<file path="config.mk">
export PLATFORM = sky130hd
export DESIGN_NAME = fetch
export DESIGN_NICKNAME = d
export VERILOG_FILES = /design/src/rtl/iitb_risc_pkg.sv /design/src/rtl/pc_gen.sv /design/src/rtl/fetch.sv
export SDC_FILE = /design/constraint.sdc
export NUM_CORES = 1
export LEC_CHECK = 0
export ABC_AREA = 1
export CORE_MARGIN = 3
export CORE_UTILIZATION = 40
export CTS_CLUSTER_SIZE = 8
export DETAILED_ROUTE_END_ITERATION = 16
export GPL_TIMING_DRIVEN = 0
export PLACE_DENSITY = 0.69
export SKIP_CTS_REPAIR_TIMING = 1
export SYNTH_ARGS = -nofsm -noshare
export SYNTH_HDL_FRONTEND = slang
export SYNTH_SLANG_ARGS = --single-unit
</file>
<file path="constraint.sdc">
create_clock -name clk -period 2.1 [get_ports clk]
set_input_delay 0.315 -clock clk [delete_from_list [all_inputs] [get_ports clk]]
set_output_delay 0.315 -clock clk [all_outputs]
set_load 0.05 [all_outputs]
</file>
<file path="src/rtl/iitb_risc_pkg.sv">
// Shared definitions for the IITB-RISC front end: fetch-word layout, opcodes,
// fetch FSM encoding and a fetch-word packing helper.
package iitb_risc_pkg;

  localparam int FW_WIDTH    = 41;
  localparam int FW_INSTR_HI = 40;
  localparam int FW_INSTR_LO = 25;
  localparam int FW_OP_HI    = 40;
  localparam int FW_OP_LO    = 37;
  localparam int FW_RA_HI    = 36;
  localparam int FW_RA_LO    = 34;
  localparam int FW_RB_HI    = 33;
  localparam int FW_RB_LO    = 31;
  localparam int FW_RC_HI    = 30;
  localparam int FW_RC_LO    = 28;
  localparam int FW_PC_HI    = 24;
  localparam int FW_PC_LO    = 9;
  localparam int FW_VALID    = 8;

  localparam logic [3:0] OP_ADD = 4'b0001;
  localparam logic [3:0] OP_ADI = 4'b0000;
  localparam logic [3:0] OP_NAN = 4'b0010;
  localparam logic [3:0] OP_LHI = 4'b0011;
  localparam logic [3:0] OP_LW  = 4'b0100;
  localparam logic [3:0] OP_SW  = 4'b0101;
  localparam logic [3:0] OP_BEQ = 4'b1100;
  localparam logic [3:0] OP_JAL = 4'b1000;
  localparam logic [3:0] OP_JLR = 4'b1001;

  typedef enum logic [1:0] {
    ST_START = 2'd0,
    ST_REQ   = 2'd1,
    ST_HOLD  = 2'd2
  } fetch_state_e;

  // Valid fetch word; bits [7:0] stay zero.
  function automatic logic [FW_WIDTH-1:0] make_fw(input logic [15:0] instr,
                                                  input logic [15:0] pc);
    make_fw = '0;
    make_fw[FW_INSTR_HI:FW_INSTR_LO] = instr;
    make_fw[FW_PC_HI:FW_PC_LO]       = pc;
    make_fw[FW_VALID]                = 1'b1;
  endfunction

endpackage

</file>
<file path="src/rtl/pc_gen.sv">
// Program counter: holds the fetch PC, increments on advance, and takes the
// redirect target with priority.
module pc_gen #(
  parameter logic [15:0] RESET_PC = 16'h0000
) (
  input  logic        clk,
  input  logic        rst,
  input  logic        redirect_valid,
  input  logic [15:0] redirect_pc,
  input  logic        advance,
  output logic [15:0] pc
);

  // NOTE: clocked state uses non-blocking (<=) so every flop samples pre-edge values.
  always_ff @(posedge clk or negedge rst) begin
    if (!rst) begin
      pc <= RESET_PC;
    end else if (redirect_valid) begin
      pc <= redirect_pc;
    end else if (advance) begin
      pc <= pc + 16'd1;
    end
  end

endmodule

</file>
<file path="src/rtl/fetch.sv">
// Instruction fetch stage: START/REQ/HOLD FSM, stall hold register and the
// registered fetch word to decode. Optional FETCH_PERF_EN adds bubble_cnt.
module fetch #(
  parameter logic [15:0] RESET_PC = 16'h0000,
  parameter int          FW_WIDTH = iitb_risc_pkg::FW_WIDTH
) (
  input  logic                clk,
  input  logic                rst,
  input  logic                should_stall,
  input  logic                redirect_valid,
  input  logic [15:0]         redirect_pc,
  output logic                imem_req,
  output logic [15:0]         imem_addr,
  input  logic                imem_ack,
  input  logic [15:0]         imem_rdata,
  output logic [FW_WIDTH-1:0] instr_out
`ifdef FETCH_PERF_EN
  ,
  output logic [31:0]         bubble_cnt
`endif
);

  import iitb_risc_pkg::*;

  localparam logic [1:0] S_START = ST_START;
  localparam logic [1:0] S_REQ   = ST_REQ;
  localparam logic [1:0] S_HOLD  = ST_HOLD;

  logic [1:0]          state, state_d;
  logic [15:0]         pc;
  logic                advance;
  logic [FW_WIDTH-1:0] fetched, hold_q, hold_d, out_d;

  pc_gen #(.RESET_PC(RESET_PC)) u_pc_gen (
    .clk            (clk),
    .rst            (rst),
    .redirect_valid (redirect_valid),
    .redirect_pc    (redirect_pc),
    .advance        (advance),
    .pc             (pc)
  );

  assign fetched   = FW_WIDTH'(make_fw(imem_rdata, pc));
  assign imem_req  = (state == S_REQ);
  assign imem_addr = pc;

  // NOTE: every always_comb output gets a default first so no path infers a latch.
  always_comb begin
    state_d = state;
    out_d   = instr_out;
    hold_d  = hold_q;
    advance = 1'b0;
    if (redirect_valid) begin
      state_d = S_REQ;
      out_d   = '0;
      hold_d  = '0;
    end else begin
      case (state)
        S_START: state_d = S_REQ;
        S_REQ: begin
          if (imem_ack && should_stall) begin
            hold_d  = fetched;
            state_d = S_HOLD;
          end else if (imem_ack) begin
            out_d   = fetched;
            advance = 1'b1;
          end else if (!should_stall) begin
            out_d = '0;
          end
        end
        S_HOLD: begin
          if (!should_stall) begin
            out_d   = hold_q;
            advance = 1'b1;
            state_d = S_REQ;
          end
        end
        default: state_d = S_START;
      endcase
    end
  end

  // NOTE: the hold word is reset with the rest of the state so a stall after reset can never replay stale data.
  always_ff @(posedge clk or negedge rst) begin
    if (!rst) begin
      state     <= S_START;
      instr_out <= '0;
      hold_q    <= '0;
    end else begin
      state     <= state_d;
      instr_out <= out_d;
      hold_q    <= hold_d;
    end
  end

`ifdef FETCH_PERF_EN
  logic bubble;

  // Bubbles: redirect flush in any state, or an unstalled REQ cycle with no ack.
  assign bubble = redirect_valid ||
                  ((state == S_REQ) && !imem_ack && !should_stall);

  always_ff @(posedge clk or negedge rst) begin
    if (!rst) begin
      bubble_cnt <= 32'd0;
    end else if (bubble) begin
      bubble_cnt <= bubble_cnt + 32'd1;
    end
  end
`endif

endmodule

</file>
Word-level counts from Yosys, hierarchy flattened

Index checks and enable logic that the tools add are counted.

Flip-flop bits (word level): 100
Bits in latches: 0
Bits in writable memories: 0
ROM bits: 0
Bits of input ports: 37
Output and inout bits: 58
Word-level logic and storage cells: 40
Memories kept: 0

Add/sub/neg operators: 1
Multipliers: 0
Div/mod/pow operators: 0
$lt $le $gt $ge: 0
Eq/ne operators: 6
Shift operators: 0
Muxes and demuxes: 20
Bitwise gates (word level): 0
Reductions and logical operators: 9

Operators with widths:

| operator                                              | number |
|---|---|
| 2-to-1 mux 41 bit                                     | 8 |
| one-hot mux 41 bit (2 select lines)                   | 1 |
| 2-to-1 mux 16 bit                                     | 2 |
| adder 16 x 1 -> 16 bit, second input constant         | 1 |
| 2-to-1 mux 2 bit                                      | 3 |
| inequality test 3 bit, second input constant          | 2 |
| one-hot mux 2 bit (3 select lines)                    | 1 |
| nonzero test 2 bit                                    | 3 |
| 2-to-1 mux 1 bit                                      | 4 |
| inequality test 4 x 3 -> 1 bit, second input constant | 1 |
| AND reduction 2 bit                                   | 2 |
| AND reduction 4 bit                                   | 1 |
| inequality test 3 x 2 -> 1 bit, second input constant | 1 |
| nonzero test 3 bit                                    | 1 |
| == test 2 x 1 -> 1 bit, second input constant         | 1 |
| == test 2 bit, second input constant                  | 1 |
| zero test 2 bit                                       | 1 |
| one-hot mux 1 bit (2 select lines)                    | 1 |
| logical AND 1 bit                                     | 1 |

Logic depth before layout (Yosys ltp)

Depth in word-level cells: 6
Gate-level depth with buffers: 10
Depth with buffers taken out: 9

Hierarchy

Synthesis repeated with hierarchy kept, for this count alone.

Cells, all modules: 543
Area, all modules: 4241.6 µm²

Modules (own cells, without submodules):

| module | times used | cells an instance | area each (µm²) | sequential area each (µm²) |
|---|---|---|---|---|
| fetch  | 1          | 402               | 3206.8          | 1701.6 |
| pc_gen | 1          | 141               | 1034.7          | 400.4 |

Worst setup path after synthesis

No wires, ideal clock.

Path kind: reg-to-reg
From: register state[1]
To: register u_pc_gen.pc[14]
Setup time: 0.117 ns
Arrival: 1.800 ns
Data required time: 1.983 ns
Setup slack: 0.184 ns
Stages on the path, launching flop included: 11
Buffers on the path: 1
Period minus slack after synthesis: 1.916 ns
Path through: dfrtp_1 inv_1 ha_1 nand2_1 nand2_1 nand3_2 nand2_1 buf_2 o21ai_0 inv_1 nand2_1

Word-level cells in the longest chain between the ends: 4
Elaborated cells between the ends (all ways): 5
Those cells by class: eq/ne: 2; mux: 2; reduce/logical: 1

RTL lines:

| element                             | RTL line     | source |
|---|---|---|
| start: declaration                  | fetch.sv:29  | `logic [1:0] state, state_d;` |
| start signal: assignment            | fetch.sv:90  | `state <= state_d;` |
| == test 2 x 1 -> 1 bit              | n/a          |  |
| via imem_req                        | fetch.sv:12  | `output logic imem_req,` |
| one-hot mux 1 bit (2 select lines)  | fetch.sv:58  | `case (state)` |
| 2-to-1 mux 1 bit                    | fetch.sv:53  | `if (redirect_valid) begin` |
| nonzero test 2 bit (no source line) | n/a          |  |
| end signal: assignment              | pc_gen.sv:19 | `pc <= redirect_pc;` |
| end signal: assignment              | pc_gen.sv:21 | `pc <= pc + 16'd1;` |
| end: declaration                    | pc_gen.sv:11 | `output logic [15:0] pc` |

The timed path passes the listed nets, and every way through them passes these cells.
A chain may end at the register's enable or synchronous reset.

Worst setup path in the final report

From: register u_pc_gen.pc[11]
To: output imem_addr[11]

RTL lines:

| element          | RTL line    | source |
|---|---|---|
| end: declaration | fetch.sv:13 | `output logic [15:0] imem_addr,` |

No word-level cell between the ends.

==> impl_metrics.toml <==
[worst_setup_path]
crit_path_top_delay_cell = "clkdlybuf4s50_1"
endpoint_kind = "primary output"
path_max_fanout = 6
worstSetupPathType = "reg -> out"
cp_data_required_time_ps = 1780
path_delay_family = "buffers and inverters"
slowest_delay_ps = 850
cp.arrival_ps = 1670
cp_cell_sequence = "clkdlybuf4s50_1"
worst-path-buf-inv = 1
worst_setup_path_start_kind = "flip-flop"

[power_and_ir_drop]
pwr-share-seq_pct = 38.4
switchingPower_mw = 2.12
ir_drop_mv = 0.481
pwr-share-comb_pct = 38.5
p_int_mw = 3.21
clkPwrFrac_pct = 23.1
power_density_nw_per_um2 = 972
sw_frac_of_total_pct = 39.8
power.leakage_nw = 2.56

[synth]
synthMuxAreaShare_pct = 0
netlist_top_cells_area = "dfrtp_1 50%, nand2_1 12%, o22ai_1 9.7%"
syn_area_um2 = 4200
synth_top_area_cell = "dfrtp_1"
synth_seq_cells = 84
synth_compound_area_share_pct = 17.1
syn_inst = 516
synthDistinctLibCells = 25
synth-simple-area-share_pct = 17.1
synth-xor-area-share_pct = 1.04
yosysTopAreaCellShare_pct = 50.1
synth_top_family_by_area = "simple AND/OR/NAND/NOR gates"
ys_seq_area_share_pct = 50.1
synth_fa_ha_area_share_pct = 1.79
syn_avg_cell_area_um2 = 8.13
ys_warn_count = 0

[placement]
port_buffers = 86
dp_slack_ps = 116
dp_cells = 743
place_congestion = 0.847
placed_cell_area_um2 = 5270
hpwl_mm = 8.13

[finish]
fin_util_pct = 54.9
fin_nets = 665
syn_to_final_growth_pct = 30.7
final_cells = 759
drive_above_1_share_pct = 7.83
fill_cells = 962
postLayoutCellArea_um2 = 5490
diodes = 0

[global_route]
grt_pass1_wl_mm = 18.1
grt_pass1_vias = 3725
grt_max_degree = 44
gr-total-overflow = 0
grt_usage_pct = 19.8
antenna_found_initial = 0

[detailed_routing]
drt_first_pass_iters = 5
drc = 0
wl_per_cell_um = 14.4
routed_via_density = 4.98
drt_iter0_drc = 212
finalWirelength_mm = 10.9
antenna_left = 0
vias = 3782

[sta]
timing.final.ws_setup_ps = 119
finalHoldViolCount = 0
fmax_mhz = 505
slew-limit-headroom_pct = 62.6
setup_viol = 0
fin_crit_ps = 1980
final-max-slew-violation-count = 0
tightest_slew_ps = 561
rsz0062_at_grt = "false"
fin_worst_skew_ps = 13.9
fin_tns_setup_ps = 0
finalCritPeriodShare_pct = 94.3

[flow_run]
cap_violations = 0

[clocking]
cts_buffer_depth = 2
clock-sinks = 84
clk_pin_slew_worst_paths_ps = 80
numCtsBuffers = 9
htreeDepth = 3
cts_tree = "done"
clock_latency_ps = 350
clockRootBuffer = "clkbuf_8"

[floorplanning]
core-area_um2 = 10000
initial_utilization_pct = 42.0
die_x_um = 108
pin_count = 95
die_h_um = 108
row_count = 36
die-area_um2 = 11800

[status]
outcome = "finished clean"

[hold_path]
worstHoldPathType = "reg -> reg"
-- cells in the final DEF (no fill, tap or decap) --
master             n
nand3_2            1
o211ai_2           1
nor2_1            14
nand3_1           27
o21ai_2            1
nand4_1            2
buf_4             12
dlygate4sd3_1      1
nor2_2             2
clkinvlp_4         2
buf_2             11
o22ai_1           65
inv_2              2
or2_2              1
bufinv_16          2
o21ai_0           38
buf_6              4
xor2_1             4
conb_1             8
clkdlybuf4s50_1   84
ha_1               6
inv_1             84
clkbuf_8           9
a21boi_0           1
clkbuf_1          11
nand2_1          130
xnor2_1            1
o211ai_1           4
o21ai_1           12
dlymetal6s2s_1     1
buf_12             1
dfrtp_1           84
-- worst min-delay path, stage by stage, from the launching register on --
cell and delay, ps:
dfrtp_1 350, nand2_1 50, o21ai_0 60
-- logic make-up (layout without fill, tap and decap cells) --
group | after synthesis | in the layout
xor+xnor | 5 | 5
fa+ha+maj | 6 | 6
simple gates | 177 | 177
compound gates | 122 | 122
flops | 84 | 84
other cells | 1 | 8
buf+inv | 121 | 224
-- flip-flops by register name, summed over array words and instances, names as in the netlist --
signal       count
state            2
u_pc_gen.pc     16
instr_out       33
hold_q          33
-- final cells by class --
class / count / area [um^2] / area share [%]
sequential: 84 / 2100 / 38.3
multi-input combinational: 318 / 1580 / 28.8
timing repair buffer: 88 / 891 / 16.2
inverter: 86 / 323 / 5.88
buffer: 35 / 216 / 3.95
tap: 133 / 166 / 3.03
clock buffer: 11 / 131 / 2.39
clock inverter: 4 / 75.1 / 1.37
-- per-layer routing --
metal  track usage, %  share of wire (%)
met1             26.8                 45
met2             30.9                 46
met3             3.40                6.2
met4             9.29                2.5
met5                0                  0
-- through the flow --
| step | hold slack, ps | power (mW) |
|---|---|---|
| floorplan | 19.4 | 3.42 |
| global placement | 471 | 4.08 |
| detailed placement | 345 | 4.13 |
| CTS | -49.3 | 5.37 |
| global route | 518 | 5.65 |
| finish | 487 | 5.33 |
-- synth_stat cells --
| cell type | instances |
|---|---|
| o22ai_1 | 65 |
| buf_2 | 11 |
| nand2_1 | 130 |
| dfrtp_1 | 84 |
| nor2_2 | 2 |
| o21ai_1 | 12 |
| o211ai_1 | 4 |
| o21ai_2 | 1 |
| nor2_1 | 14 |
| xor2_1 | 4 |
| xnor2_1 | 1 |
| nand3_2 | 1 |
| buf_6 | 4 |
| nand4_1 | 2 |
| nand3_1 | 27 |
| o211ai_2 | 1 |
| inv_1 | 84 |
| inv_2 | 2 |
| or2_2 | 1 |
| ha_1 | 6 |
| buf_4 | 11 |
| conb_1 | 1 |
| a21boi_0 | 1 |
| clkbuf_1 | 9 |
| o21ai_0 | 38 |
-- power by group through the flow --
stage | registers (mW) | logic, mW | clock network, mW
detailed placement | 2.08 | 2.05 | 0
global route | 2.09 | 2.22 | 1.34
floorplan | 2.60 | 0.812 | 0
global placement | 2.07 | 2.01 | 0
finish | 2.05 | 2.05 | 1.23
CTS | 2.05 | 2.06 | 1.26
-- path summary, 6_finish.rpt --
path / to / cells past startpoint / slack, ps / from
max: imem_addr[11] / 1 / 120 / u_pc_gen.pc[11]
min: instr_out[33] / 2 / 490 / instr_out[33]
max reg2reg: u_pc_gen.pc[9] / 10 / 210 / state[1]
min reg2reg: instr_out[33] / 2 / 490 / instr_out[33]
max in group asynchronous: hold_q[40] / 3 / 970 / rst
min in group asynchronous: instr_out[38] / 2 / 500 / rst
Power figures use the tool's default switching activity.
